## config.mk

```make
export PLATFORM = sky130hd
export DESIGN_NAME = i2s_tx
export DESIGN_NICKNAME = d
export VERILOG_FILES = /design/src/rtl/i2s_tx.sv
export SDC_FILE = /design/constraint.sdc
export NUM_CORES = 1
export LEC_CHECK = 0
export ABC_AREA = 1
export CAP_MARGIN = 20
export CORE_UTILIZATION = 50
export CTS_BUF_LIST = sky130_fd_sc_hd__clkbuf_4 sky130_fd_sc_hd__clkbuf_8
export CTS_CLUSTER_DIAMETER = 40
export CTS_CLUSTER_SIZE = 20
export DETAILED_ROUTE_END_ITERATION = 8
export PLACE_DENSITY = 0.79
export SYNTH_ARGS = -nofsm -noshare
export SYNTH_HDL_FRONTEND = slang
export SYNTH_SLANG_ARGS = --single-unit
```

## constraint.sdc

```tcl
create_clock -name clk -period 4.1 [get_ports clk]
set_clock_uncertainty 0.2 [all_clocks]
set_input_delay 0.82 -clock clk [delete_from_list [all_inputs] [get_ports clk]]
set_output_delay 0.82 -clock clk [all_outputs]
set_load 0.005 [all_outputs]
```

## src/rtl/i2s_tx.sv

```systemverilog
// I2S-style serial audio transmitter: double-buffered stereo input, 64-bit frames
// of two MSB-aligned 32-bit slots, left-justified, LRCK high = left, change on BCK fall.
module i2s_tx #(
  parameter int unsigned DATA_W  = 24,
  parameter int unsigned BCK_DIV = 2
) (
  input  logic              clk,
  input  logic              nRST,
  input  logic              enable,
  input  logic              mute,
  input  logic              in_valid,
  output logic              in_ready,
  input  logic [DATA_W-1:0] in_left,
  input  logic [DATA_W-1:0] in_right,
  output logic              frame_start,
  output logic              underrun,
  output logic              BCKO,
  output logic              LRCKO,
  output logic              DOUT
);

  localparam int unsigned      DIV_W    = (BCK_DIV > 1) ? $clog2(BCK_DIV) : 1;
  localparam int unsigned      PAD_W    = 32 - DATA_W;
  localparam logic [DIV_W-1:0] DIV_LAST = DIV_W'(BCK_DIV - 1);

  typedef enum logic [1:0] {
    ST_IDLE,
    ST_RUN,
    ST_STOPPING
  } state_t;

  state_t              r_state;
  state_t              w_state_nxt;
  logic [DIV_W-1:0]    r_div;
  logic                r_bck;
  logic                r_lrck;
  logic                r_dout;
  logic [5:0]          r_bit_cnt;
  logic [63:0]         r_shift;
  logic [DATA_W-1:0]   r_hold_l;
  logic [DATA_W-1:0]   r_hold_r;
  logic                r_hold_full;
  logic                r_frame_start;
  logic                r_underrun;

  logic                w_tc;
  logic                w_fall;
  logic                w_frame_end;
  logic                w_frame_load;
  logic                w_stop_done;
  logic                w_xfer;
  logic [5:0]          w_bit_nxt;
  logic [31:0]         w_slot_l;
  logic [31:0]         w_slot_r;
  logic [63:0]         w_word;

  // Frame timing is derived only from registered state, so in_ready has no input path.
  assign w_tc         = (r_state != ST_IDLE) && (r_div == DIV_LAST);
  assign w_fall       = w_tc && r_bck;
  assign w_frame_end  = w_fall && (r_bit_cnt == 6'd63);
  assign w_frame_load = w_frame_end && (r_state == ST_RUN);
  assign w_stop_done  = w_frame_end && (r_state == ST_STOPPING);
  assign w_bit_nxt    = r_bit_cnt + 6'd1;

  assign in_ready = ~r_hold_full | w_frame_load;
  assign w_xfer   = in_valid & in_ready;

  assign w_slot_l = 32'(r_hold_l) << PAD_W;
  assign w_slot_r = 32'(r_hold_r) << PAD_W;
  assign w_word   = (mute || !r_hold_full) ? 64'd0 : {w_slot_l, w_slot_r};

  always_ff @(posedge clk or negedge nRST) begin
    if (!nRST) r_state <= ST_IDLE;
    else       r_state <= w_state_nxt;
  end

  // A stop always finishes the current frame before returning to idle.
  always_comb begin
    w_state_nxt = r_state;
    case (r_state)
      ST_IDLE:     if (enable) w_state_nxt = ST_RUN;
      ST_RUN:      if (!enable) w_state_nxt = ST_STOPPING;
      ST_STOPPING: begin
        if (w_stop_done)  w_state_nxt = ST_IDLE;
        else if (enable)  w_state_nxt = ST_RUN;
      end
      default:     w_state_nxt = ST_IDLE;
    endcase
  end

  always_ff @(posedge clk or negedge nRST) begin
    if (!nRST) begin
      r_hold_l    <= '0;
      r_hold_r    <= '0;
      r_hold_full <= 1'b0;
    end else if (w_xfer) begin
      r_hold_l    <= in_left;
      r_hold_r    <= in_right;
      r_hold_full <= 1'b1;
    end else if (w_frame_load) begin
      r_hold_full <= 1'b0;
    end
  end

  // Bit clock divider, frame counter and output shifter.
  always_ff @(posedge clk or negedge nRST) begin
    if (!nRST) begin
      r_div         <= '0;
      r_bck         <= 1'b0;
      r_lrck        <= 1'b0;
      r_dout        <= 1'b0;
      r_bit_cnt     <= 6'd63;
      r_shift       <= '0;
      r_frame_start <= 1'b0;
      r_underrun    <= 1'b0;
    end else begin
      r_frame_start <= 1'b0;
      r_underrun    <= 1'b0;
      if (r_state == ST_IDLE || w_stop_done) begin
        r_div     <= '0;
        r_bck     <= 1'b0;
        r_lrck    <= 1'b0;
        r_dout    <= 1'b0;
        r_bit_cnt <= 6'd63;
        r_shift   <= '0;
      end else begin
        r_div <= w_tc ? '0 : r_div + DIV_W'(1);
        if (w_tc) r_bck <= ~r_bck;
        if (w_fall) begin
          r_bit_cnt <= w_bit_nxt;
          r_lrck    <= ~w_bit_nxt[5];
          if (w_frame_load) begin
            r_dout        <= w_word[63];
            r_shift       <= {w_word[62:0], 1'b0};
            r_frame_start <= 1'b1;
            r_underrun    <= ~r_hold_full & ~mute;
          end else begin
            r_dout  <= r_shift[63];
            r_shift <= {r_shift[62:0], 1'b0};
          end
        end
      end
    end
  end

  assign frame_start = r_frame_start;
  assign underrun    = r_underrun;
  assign BCKO        = r_bck;
  assign LRCKO       = r_lrck;
  assign DOUT        = r_dout;

endmodule

```

==> out/results.ini, run 1 <==
[outcome]
status = finished clean

[power_and_ir_drop]
leakage_nw = 3.668
ir_drop_mv = 0.3716
powerDensity_nw_per_um2 = 530.4

[clock_tree]
cts.sinks = 118
h-tree-depth = 4
post_cts_resized = 0
cts.clk_slew.worst_paths_ns = 0.07
clockBufferDepth = 2
cts_tree = built
numCtsBuffers = 17
postCtsHoldBufs = 0
worstSkewPairLatency_ns = 0.43
cts_setup_buffers = 0
clockRootBuffer = clkbuf_8

[min_path]
min-delay-start = r_div
min_path_type = register to register
hold_end = r_div
hold_depth = 1

[sta]
period_needed_ns = 3.210
maxSlewViolCount = 0
max_freq_mhz = 311.6
maxSlewHeadroom_pct = 32.78
fin_tns_setup_ns = 0
rsz0062_at_grt = no
tightest_slew_ns = 1.007
final_hold_viol_count = 0
finalCritPeriodShare_pct = 78.28
setup_viol_count_final = 0
holdWs_ns = 0.2610

[critical_path]
ff2ff_path_depth = 8
end_kind = output pin
r2r_end = r_shift[16]
r2r-start = r_state[1]
worstSetupStartpointType = register
path_max_fanout = 4
rrSetupSlack_ns = 1.35
cp.required_ns = 3.08
critical_path_class = register to output pin
arrival_ns = 2.19

[floorplanning]
dieArea_um2 = 12020
io_pins = 59
core_area_um2 = 11080
initial_utilization_pct = 52.30
die_y_um = 109.7
die_w_um = 109.7
rows = 38

[synthesis]
synthXorXnorAreaFrac_pct = 0.1512
yosys-top-cells-count = 368 x nand2_1, 112 x dfrtp_1, 59 x nor2_1
postSynthAreaPerCell_um2 = 7.353
syn_inst = 788
synth_cell_types = 26
synth.mux.area_fraction_pct = 0
ys_seq_area_share_pct = 51.09
ys_seq_elements = 118
async_reset_ff_share_pct = 100.0
synth_compound_area_share_pct = 1.166
ys.flop_type = dfrtp_1
synth-simple-area-share_pct = 39.15
synth_edf_count = 0
synthAdderAreaFrac_pct = 0.2159
synth_top_family_by_area = simple AND/OR/NAND/NOR gates
synthTopCellsByArea = dfrtp_1 48%, nand2_1 24%, nand4_1 5.3%, nand3_1 4.8%, nor2_1 3.8%
syn-num-nets = 842
ys_warn_count = 0
yosys.cell_count.top_type = nand2_1
synth_top_area_share_pct = 48.37
netlist_area_um2 = 5794
synth_top_area_cell = dfrtp_1

[grt]
grt_pass1_wl_mm = 22.56
grt_pass1_vias = 4883
globalRouteMet3Util_pct = 5.335
grt_max_degree = 72
grt_busiest_layer = met2
antenna_found_initial = 0
grt_use_met1_pct = 30.43
grt_util_all_layers_pct = 24.30
gr-usage-met2_pct = 41.42
grt_overflow_total = 0

[drt]
firstDrtPassIters = 5
via_per_inst = 5.241
antenna_left = 0
routed-via-count = 5105
routed_wl_mm = 13.05
post_drt_wl_per_cell_um = 13.40
drc = 0
drtIter0Drc = 347

[place]
dpl.cell_count = 943
gp_congestion = 0.8471
dp_hpwl_mm = 7.824
place.port_buffers = 58

[finish]
nets = 877
fin_cells = 974
antenna_cells = 0
fin_util_pct = 61.33
drive_gt1_share_pct = 7.314
flow.area_growth_from_synthesis_pct = 17.25

[job]
max_cap_violations = 0

## cells by family (layout without fill, tap and decap cells)
logic type      after synthesis  after routing
compound gates               13             13
xor+xnor                      1              1
fa+ha+maj                     1              1
buf+inv                     114            160
flops                       118            118
simple gates                541            541
## cell usage in the layout, fill, tap and decap left out
cell / synthesis / routed
dfstp_2: 6 / 6
inv_1: 58 / 58
nand4_1: 49 / 49
ha_1: 1 / 1
nand2_2: 1 / 1
o21ai_1: 1 / 1
o21ai_0: 9 / 9
nand4_4: 1 / 1
bufinv_16: 0 / 2
nor2_2: 3 / 3
clkinvlp_4: 0 / 2
nor3_1: 1 / 1
dfrtp_1: 112 / 112
nor2_1: 59 / 57
clkbuf_4: 0 / 1
a21oi_1: 2 / 2
or2_2: 1 / 1
buf_12: 0 / 2
o211ai_1: 1 / 1
xor2_1: 1 / 1
nand3_1: 56 / 56
nor3_4: 0 / 1
clkdlybuf4s50_1: 0 / 57
inv_2: 3 / 3
nor2_4: 1 / 3
clkinv_2: 0 / 7
nand2_1: 368 / 368
clkbuf_8: 0 / 18
buf_4: 3 / 10
## where the power goes
group / switching, W / total (W) / internal (W)
clock network: 0.000457 / 0.00100 / 0.000547
logic: 0.000673 / 0.00101 / 0.000338
registers: 0.000157 / 0.00159 / 0.00143
total: 0.00129 / 0.00360 / 0.00232
## routing by layer
layer,share of wire [%],vias up
met4,1.5,0
li1,-,2519
met2,49,157
met3,5.0,17
met1,44,2412
met5,0,-
## stage by stage
stage / total power [W] / area, um2 / setup WS (ns)
2_1_floorplan: 0.002288 / 5794 / 1.751
3_3_place_gp: 0.002530 / 6409 / 1.395
3_5_place_dp: 0.002584 / 6409 / 1.302
4_1_cts: 0.003585 / 6774 / 0.8949
5_1_grt: 0.003832 / 6794 / 0.8068
6_report: 0.003604 / 6794 / 0.8904
## critical path, stage by stage (launching register included)
cell and delay (ns):
dfstp_2 0.55, ha_1 0.23, nand2_1 0.11, nor2_4 0.14, nand4_4 0.13, nand2_2 0.09, clkdlybuf4s50_1 0.49
## final cells by class
type	instances	area, um2
Fill cell	959	4284
Sequential cell	118	2960
Multi-Input combinational cell	556	2379
Timing Repair Buffer	69	685.7
Clock buffer	19	255.2
Inverter	61	229.0
Tap cell	140	175.2
Clock inverter	11	110.1
## flip-flops by register name, indices dropped and copies added (netlist names)
signal and flops:
frame_start 1, r_div 1, underrun 1, DOUT 1, r_hold_l 24, r_bit_cnt 6, r_hold_r 24, r_hold_full 1
LRCKO 1, r_state 2, BCKO 1, r_shift 55
## worst max-delay path by stage
| stage | depth (start not counted) | end | slack [ns] | startpoint |
|---|---|---|---|---|
| 2_1_floorplan | 6 | in_ready | 1.75 | r_bit_cnt[0] |
| 3_3_place_gp | 5 | r_hold_r[1] | 1.39 | in_valid |
| 3_5_place_dp | 5 | r_hold_l[15] | 1.30 | in_valid |
| 4_1_cts | 6 | in_ready | 0.89 | r_bit_cnt[0] |
| 5_1_grt | 6 | in_ready | 0.81 | r_bit_cnt[0] |
| 6_report | 6 | in_ready | 0.89 | r_bit_cnt[0] |
Power figures use the tool's default switching activity.
==> run 2, diff against run 1 <==
- clock period: 4.1 -> 3 ns (I/O delays scaled with it)
==> out/results.ini, run 2 (synthesis gave the netlist of run 1 again) <==
[finish]
largest_reg_flops = 55
drive_gt1_share_pct = 8.086
nFillCells = 969
top_register = r_shift
fin_util_pct = 62.45
reg.largest.list = r_shift: 55 flops, r_hold_l: 24 flops, r_hold_r: 24 flops
mostFrequentLayoutCell = nand2_1
flow.area_growth_from_synthesis_pct = 19.39
antenna_cells = 0
final_cell_mix = 368 x nand2_1, 112 x dfrtp_1, 58 x inv_1
nets = 882

[grt]
antenna_found_initial = 0
grt_pass1_vias = 4712
grt_overflow_total = 0
grt_pass1_wl_mm = 21.51
grt_max_degree = 59
grt_util_all_layers_pct = 23.27

[clock_tree]
clockRootBuffer = clkbuf_8
cts.clk_slew.worst_paths_ns = 0.07
cts.sinks = 118
worstSkewPairLatency_ns = 0.44
h-tree-depth = 4
numCtsBuffers = 17
cts_tree = built
clockBufferDepth = 2

[outcome]
status = finished clean

[sta]
tightest_slew_ns = 0.5994
finalCritPeriodShare_pct = 86.18
max_freq_mhz = 386.8
maxSlewHeadroom_pct = 60.04
period_needed_ns = 2.585
fin_tns_setup_ns = 0
rsz0062_at_grt = no
setup_viol_count_final = 0
final_hold_viol_count = 0
maxSlewViolCount = 0

[place]
gp_congestion = 0.7643
place.port_buffers = 58
dp_hpwl_mm = 7.476

[critical_path]
r2r_end = r_hold_l[7]
ff2ff_path_depth = 10
arrival_ns = 1.79
rrSetupSlack_ns = 0.45
end_kind = output pin
r2r-start = r_bit_cnt[0]
path_max_fanout = 4
cp.required_ns = 2.20
critical_path_class = register to output pin
worstSetupStartpointType = register

[floorplanning]
die_y_um = 109.7
initial_utilization_pct = 52.30
rows = 38
dieArea_um2 = 12020
core_area_um2 = 11080
io_pins = 59
die_w_um = 109.7

[drt]
antenna_left = 0
post_drt_wl_per_cell_um = 12.75
drc = 0
drtIter0Drc = 318
routed-via-count = 4997
via_per_inst = 5.094
routed_wl_mm = 12.51
firstDrtPassIters = 5

[power_and_ir_drop]
leakage_nw = 3.743
p_int_w = 0.003433
p_switching_w = 0.001741
clkPwrFrac_pct = 31.9
ir_drop_mv = 0.3880
comb_power_share_pct = 26.4
powerDensity_nw_per_um2 = 748.0
sw_frac_of_total_pct = 33.65
pwr-share-seq_pct = 41.8

[min_path]
hold_depth = 1
min_path_type = register to register
hold_end = r_div
min-delay-start = r_div

[job]
max_cap_violations = 0

[run 2: changes by cell type in the layout (fill, tap and decap cells not counted), sizes merged]
cell	change
clkbuf	+5
bufinv	+2
clkdlybuf4s50	-1
buf	+4
dlygate4sd3	+1
clkinv	-5
dlymetal6s2s	+1
[run 2: worst max path at each step]
stage | from | endpoint | slack [ns] | depth (start not counted)
2_1_floorplan | r_bit_cnt[0] | in_ready | 0.87 | 6
3_3_place_gp | r_bit_cnt[0] | in_ready | 0.53 | 6
3_5_place_dp | r_bit_cnt[0] | r_hold_l[7] | 0.45 | 10
4_1_cts | r_bit_cnt[0] | in_ready | 0.01 | 6
5_1_grt | r_bit_cnt[0] | r_hold_l[22] | 0.28 | 10
6_report | r_bit_cnt[0] | in_ready | 0.41 | 6
[run 2: per-stage QoR]
step / area (um2) / hold WS, ns / setup WS (ns) / power, W / std cells
2_1_floorplan: 5794 / 0.1044 / 0.8712 / 0.003127 / 788
3_3_place_gp: 6439 / 0.2391 / 0.5301 / 0.003470 / 947
3_5_place_dp: 6439 / 0.2471 / 0.4547 / 0.003532 / 947
4_1_cts: 6905 / 0.2565 / 0.01304 / 0.005191 / 980
5_1_grt: 6918 / 0.2814 / 0.2815 / 0.005519 / 981
6_report: 6918 / 0.2535 / 0.4146 / 0.005175 / 981
[run 2: critical path: stages, from the launching register on]
cell            delay [ns]
dfstp_2               0.56
ha_2                  0.21
nand2_1               0.09
nor2_4                0.15
nand4_4               0.11
nand2_2               0.10
dlymetal6s2s_1        0.14
[run 2: routing by layer]
layer	global-route usage [%]	up-vias	wire length (um)
li1	-	2528	-
met1	30.19	2307	5715
met2	38.27	149	5972
met3	5.216	13	681
met4	8.476	0	136
met5	0	-	0
[run 2: what timing repair did]
item                                    4_1_cts  5_1_grt
resized for setup                             0        2
hold buffers                                  1        0
endpoints found under the setup margin        0        1
hold endpoints to repair                     34        0
buffers inserted                              0        1
[run 2: power by group through the flow]
stage | Clock [W] | Combinational, W | Sequential, W
after global placement | 0 | 0.00130 | 0.00217
after global routing | 0.00175 | 0.00157 | 0.00220
final | 0.00165 | 0.00136 | 0.00216
after CTS | 0.00167 | 0.00136 | 0.00216
after floorplan | 0 | 0.000997 | 0.00213
after detailed placement | 0 | 0.00135 | 0.00219
[run 2: layout make-up]
class	instances	area, um2	share of cell area [%]
well taps	140	175.2	2.532
flip-flops and latches	118	2960	42.79
clock buffers	24	311.5	4.504
inverters	61	229.0	3.310
clock inverters	8	145.1	2.098
repair buffers	74	715.7	10.35
multi-input cells	556	2381	34.42
